### src/rtl/spi_master_ctrl.sv
// SPI frame master: select, 11-bit command shift, optional 8-bit read, idle gap; SPI_MASTER_SEQ_CHK_EN adds read-order checking.
// Latency: 1+11+IDLE_GAP cycles per write/read-addr frame, 1+11+RD_LATENCY+8+IDLE_GAP per read-data frame.
// Backpressure: start is only honoured while idle; requests during a frame are dropped, never queued.
module spi_master_ctrl #(
    parameter int RD_LATENCY = 2,
    parameter int IDLE_GAP   = 3
) (
    input  logic       clk,
    input  logic       rst,
    input  logic       start,
    input  logic [1:0] cmd,
    input  logic [7:0] wdata,
    output logic       busy,
    output logic       done,
    output logic [7:0] rd_data,
    output logic       rd_valid,
    output logic       err,
    output logic       SS_n,
    output logic       MOSI,
    input  logic       MISO
);

    typedef enum logic [2:0] {IDLE, SELECT, SHIFT, WAIT_RD, RECV, GAP} state_t;

    localparam logic [3:0] WAIT_LD = 4'(RD_LATENCY - 1);
    localparam logic [3:0] GAP_LD  = 4'(IDLE_GAP - 1);

    state_t      state, next_state;
    logic [3:0]  cnt, next_cnt;
    logic [10:0] frame;
    logic [6:0]  shreg;

    logic        ss_n_d, mosi_d, busy_d, done_d, rd_valid_d;

    always_ff @(posedge clk or posedge rst) begin
        if (rst) begin
            state <= IDLE;
            cnt   <= 4'd0;
        end else begin
            state <= next_state;
            cnt   <= next_cnt;
        end
    end

    // cnt holds the cycles remaining in the current state; reloaded on every entry
    always_comb begin
        next_state = state;
        next_cnt   = cnt;
        case (state)
            IDLE: begin
                if (start) begin
                    next_state = SELECT;
                    next_cnt   = 4'd0;
                end
            end
            SELECT: begin
                next_state = SHIFT;
                next_cnt   = 4'd10;
            end
            SHIFT: begin
                if (cnt != 4'd0) begin
                    next_cnt = cnt - 4'd1;
                end else if (frame[9:8] == 2'b11) begin
                    if (RD_LATENCY == 0) begin
                        next_state = RECV;
                        next_cnt   = 4'd7;
                    end else begin
                        next_state = WAIT_RD;
                        next_cnt   = WAIT_LD;
                    end
                end else begin
                    next_state = GAP;
                    next_cnt   = GAP_LD;
                end
            end
            WAIT_RD: begin
                if (cnt != 4'd0) begin
                    next_cnt = cnt - 4'd1;
                end else begin
                    next_state = RECV;
                    next_cnt   = 4'd7;
                end
            end
            RECV: begin
                if (cnt != 4'd0) begin
                    next_cnt = cnt - 4'd1;
                end else begin
                    next_state = GAP;
                    next_cnt   = GAP_LD;
                end
            end
            GAP: begin
                if (cnt != 4'd0) begin
                    next_cnt = cnt - 4'd1;
                end else begin
                    next_state = IDLE;
                    next_cnt   = 4'd0;
                end
            end
            default: begin
                next_state = IDLE;
                next_cnt   = 4'd0;
            end
        endcase
    end

    // Outputs are decoded from the upcoming state so the registered pins line up with it
    always_comb begin
        ss_n_d     = !(next_state == SELECT || next_state == SHIFT ||
                       next_state == WAIT_RD || next_state == RECV);
        mosi_d     = (next_state == SHIFT) ? frame[next_cnt] : 1'b0;
        busy_d     = (next_state != IDLE);
        done_d     = (next_state == GAP) && (next_cnt == 4'd0);
        rd_valid_d = (state == RECV) && (cnt == 4'd0);
    end

    always_ff @(posedge clk or posedge rst) begin
        if (rst) begin
            SS_n     <= 1'b1;
            MOSI     <= 1'b0;
            busy     <= 1'b0;
            done     <= 1'b0;
            rd_valid <= 1'b0;
            rd_data  <= 8'h00;
            frame    <= 11'd0;
            shreg    <= 7'd0;
        end else begin
            SS_n     <= ss_n_d;
            MOSI     <= mosi_d;
            busy     <= busy_d;
            done     <= done_d;
            rd_valid <= rd_valid_d;
            if (state == IDLE && start)
                frame <= {cmd[1], cmd, wdata};
            if (state == RECV)
                shreg <= {shreg[5:0], MISO};
            if (rd_valid_d)
                rd_data <= {shreg, MISO};
        end
    end

`ifdef SPI_MASTER_SEQ_CHK_EN
    logic rd_pend;

    // A read-data frame consumes the pending read-addr; one without it flags err but still runs
    always_ff @(posedge clk or posedge rst) begin
        if (rst) begin
            rd_pend <= 1'b0;
            err     <= 1'b0;
        end else if (state == IDLE && start && cmd == 2'b11) begin
            rd_pend <= 1'b0;
            if (!rd_pend)
                err <= 1'b1;
        end else if (state == GAP && cnt == 4'd0 && frame[9:8] == 2'b10) begin
            rd_pend <= 1'b1;
        end
    end
`else
    assign err = 1'b0;
`endif

endmodule
### config.mk
export PLATFORM = sky130hd
export DESIGN_NAME = spi_master_ctrl
export DESIGN_NICKNAME = d
export VERILOG_FILES = /design/src/rtl/spi_master_ctrl.sv
export SDC_FILE = /design/constraint.sdc
export NUM_CORES = 1
export LEC_CHECK = 0
export CAP_MARGIN = 0
export CORE_ASPECT_RATIO = 1.1
export CORE_MARGIN = 2
export CORE_UTILIZATION = 45
export CTS_BUF_LIST = sky130_fd_sc_hd__clkbuf_4
export DETAILED_ROUTE_END_ITERATION = 10
export PLACE_DENSITY_LB_ADDON = 0.2
export SYNTH_ARGS = -nofsm -noshare
export SYNTH_HDL_FRONTEND = slang
export SYNTH_SLANG_ARGS = --single-unit
### constraint.sdc
create_clock -name clk -period 6.1 [get_ports clk]
set_input_delay 1.22 -clock clk [delete_from_list [all_inputs] [get_ports clk]]
set_output_delay 1.22 -clock clk [all_outputs]
set_load 0.005 [all_outputs]
==> run_results.csv <==
group,metric,value,unit
outcome,status,"finished, final reports clean",
synth,synthArstFlopShare,100.0,%
sta,timing.final.crit_share,55.35,%
synth,seq_area_frac_synth,51.75,%
detailed_routing,drcViolationCount,0,
floorplanning,initial_core_util,45.90,%
layout,utilization,54.68,%
sta,max-slew-margin-rel,18.87,%
power,power.share.clock,12.1,%
detailed_routing,routed_wl,3336,µm
global_route,grtUsageMet3,4.831,%
floorplanning,pin_count,28,
clock_tree,post_cts.repair.setup_buffers,0,
clock_tree,cts_resized,0,
floorplanning,die_w,64.17,µm
synth,netlist_instances,152,
sta,tns,0,ps
clock_tree,cts_hold_buf,0,
clock_tree,cts_tree,"yes",
place,gp_congestion,0.8118,
detailed_routing,initialDrtViolationCount,64,
synth,yosys_register_bits,37,
global_route,grt-busiest-layer,"met2",
sta,fin_crit,3376,ps
clock_tree,clkLatencyLatePin,340,ps
power,report.power.total,1052,µW
clock_tree,clk_pin_slew,110,ps
power,power.internal,643.6,µW
layout,synthToLayoutAreaGrowth,19.13,%
detailed_routing,wl_per_cell,14.32,µm
synth,yosysUniqueCellTypes,46,
global_route,track_usage,16.87,%
layout,final_cell_mix,"dfrtp_1, clkdlybuf4s50_1, mux2_2, inv_1, nand2_1",
sta,drv_slew,0,
layout,seq_area,927.1,µm²
layout,antenna_cells,0,
global_route,grt_start_max_net_pins,26,
clock_tree,htree_levels,2,
worst_setup_path,cp.required,6330,ps
sta,setup_violations,0,
layout,layout-drive-gt1-share,24.86,%
clock_tree,numCtsBuffers,5,
synth,netlist_area,1792,µm²
synth,synth.net_count,168,
power,p_per_area,493.0,nW/µm²
detailed_routing,ant_nets,0,
detailed_routing,dr.pass1.iters,4,
power,static-leakage-power,0.0009385,µW
power,pwr-share-seq,40.8,%
layout,layout_commonest_cell,"dfrtp_1",
hold_path,min_path_type,"reg2reg",
place,placedCellCount,225,
worst_setup_path,cp_max_fo,13,
layout,fillCellCount,361,
global_route,grt_pass1_vias,1262,
worst_setup_path,cp_data_arrival_time,3610,ps
power,combPwrFrac,47.1,%
sta,hold_slack,520.1,ps
layout,finalNonFillerCells,233,
synth,yosysTopAreaCellShare,50.28,%
synth,ys_dominant_reg_cell,"dfrtp_1",
worst_setup_path,critPathKind,"in2reg",
global_route,grt_use_met1,22.27,%
floorplanning,dieArea,4503,µm²
run,maxCapViolations,0,
worst_setup_path,crit_path_start_kind,"primary input",
power,peakVddDrop,0.2578,mV
clock_tree,cts.sinks,37,
synth,synth_area_leader_cell,"dfrtp_1",
floorplanning,die_y,70.18,µm
global_route,antenna_found_initial,0,
sta,hold_violations,0,
layout,multi_input_area,777.0,µm²
clock_tree,cts_root_buf,"clkbuf_4",
worst_setup_path,endpoint_kind,"flop",
detailed_routing,vias,1223,
clock_tree,cts_max_path_buffers,2,
global_route,overflow,0,
detailed_routing,vias_per_cell,5.249,
global_route,met2_usage,26.50,%
global_route,grt_pass1_wl,5913,µm
synth,synth.avg_cell_area,11.79,µm²
power,p_switching,408.7,µW
floorplanning,core,3904,µm²
synth,synth_edf_count,0,
place,io_buffers,26,
place,hpwl,2475,µm
sta,worst_pin_slew,1214,ps
sta,max_freq,0.2962,GHz
synth,synth_warnings,0,
synth,synth.area.top_cells,"dfrtp_1, mux2_2, inv_1",
floorplanning,rows,24,
power,p_sw_share,38.84,%
sta,rsz0062_at_grt,"no",
layout,nNetsFinal,196,
sta,fin_skew,10.59,ps
==> per-layer routing <==
layer	vias to the layer above	share of wire, %	wire length (µm)
met2	31	50	1658
met1	602	45	1507
met4	0	1.2	40
met5	-	0	0
met3	4	3.9	131
li1	586	-	-
==> critical path, stage by stage <==
cell             delay [ps]
clkdlybuf4s50_1         520
nor4b_2                 980
o21bai_1                250
nor2_1                   90
or3_1                   310
nor4_1                  230
==> path summary, 6_finish.rpt <==
path,startpoint,endpoint,slack [ps],depth (start not counted)
worst min register to register,frame[7]$_DFFE_PP0P_,frame[7]$_DFFE_PP0P_,520,1
max in group asynchronous,rst,SS_n$_DFF_PP1_,4200,3
worst max register to register,cnt[0]$_DFF_PP0_,MOSI$_DFF_PP0_,3150,10
min in group asynchronous,rst,shreg[4]$_DFFE_PP0N_,1170,2
worst max-delay path,start,done$_DFF_PP0_,2720,6
worst min-delay path,frame[7]$_DFFE_PP0P_,frame[7]$_DFFE_PP0P_,520,1
==> cells by family (layout without fill, tap and decap cells) <==
family,count (synthesis),in the layout,share of synthesized area (%)
muxes,24,24,15.01
DFF,37,37,51.75
xor gates and xnor gates,3,3,1.467
buffers and inverters,17,46,4.887
and+or+nand+nor,41,41,13.62
adders and majority gates,2,2,1.396
other,1,1,0.2093
AOI/OAI and AO/OA,27,27,11.66
==> synth_stat cells (2+ instances only) <==
cell      number
buf_6          2
a21oi_1        3
mux2_2        23
inv_1         10
nor2b_1        3
o21ai_1        3
nand2_1        9
o21bai_1       2
buf_4          2
or3_1          2
o21ai_0        5
nor3_1         2
nor2_1         7
dfrtp_1       36
nand2b_1       2
ha_1           2
o22ai_1        2
nor3b_2        2
nor2_2         3
xnor2_1        3
nor4_1         4
==> cell type report <==
type                    count  share of cell area (%)
flip-flops and latches     37                   43.43
multi-input cells          98                   36.40
repair buffers             27                   12.54
well taps                  52                   3.048
clock buffers               6                   2.110
inverters                  11                   1.934
clock inverters             2                  0.5275
==> state kept, by name, summed over array words and instances (netlist names) <==
name,flops
rd_valid,1
busy,1
state,3
shreg,7
rd_data,8
cnt,4
done,1
MOSI,1
frame,10
SS_n,1
==> power groups by stage <==
stage / Sequential, µW / Clock (µW) / Combinational (µW)
6_report: 430 / 127 / 495
2_1_floorplan: 398 / 0 / 405
3_5_place_dp: 436 / 0 / 495
3_3_place_gp: 429 / 0 / 486
4_1_cts: 431 / 134 / 498
5_1_grt: 445 / 143 / 557
==> through the flow <==
step | area [µm²] | worst slack, ps
3_3_place_gp | 2078 | 2479
4_1_cts | 2135 | 2676
6_report | 2135 | 2724
2_1_floorplan | 1792 | 3765
3_5_place_dp | 2078 | 2313
5_1_grt | 2135 | 2512
(Power assumes the default switching activity.)
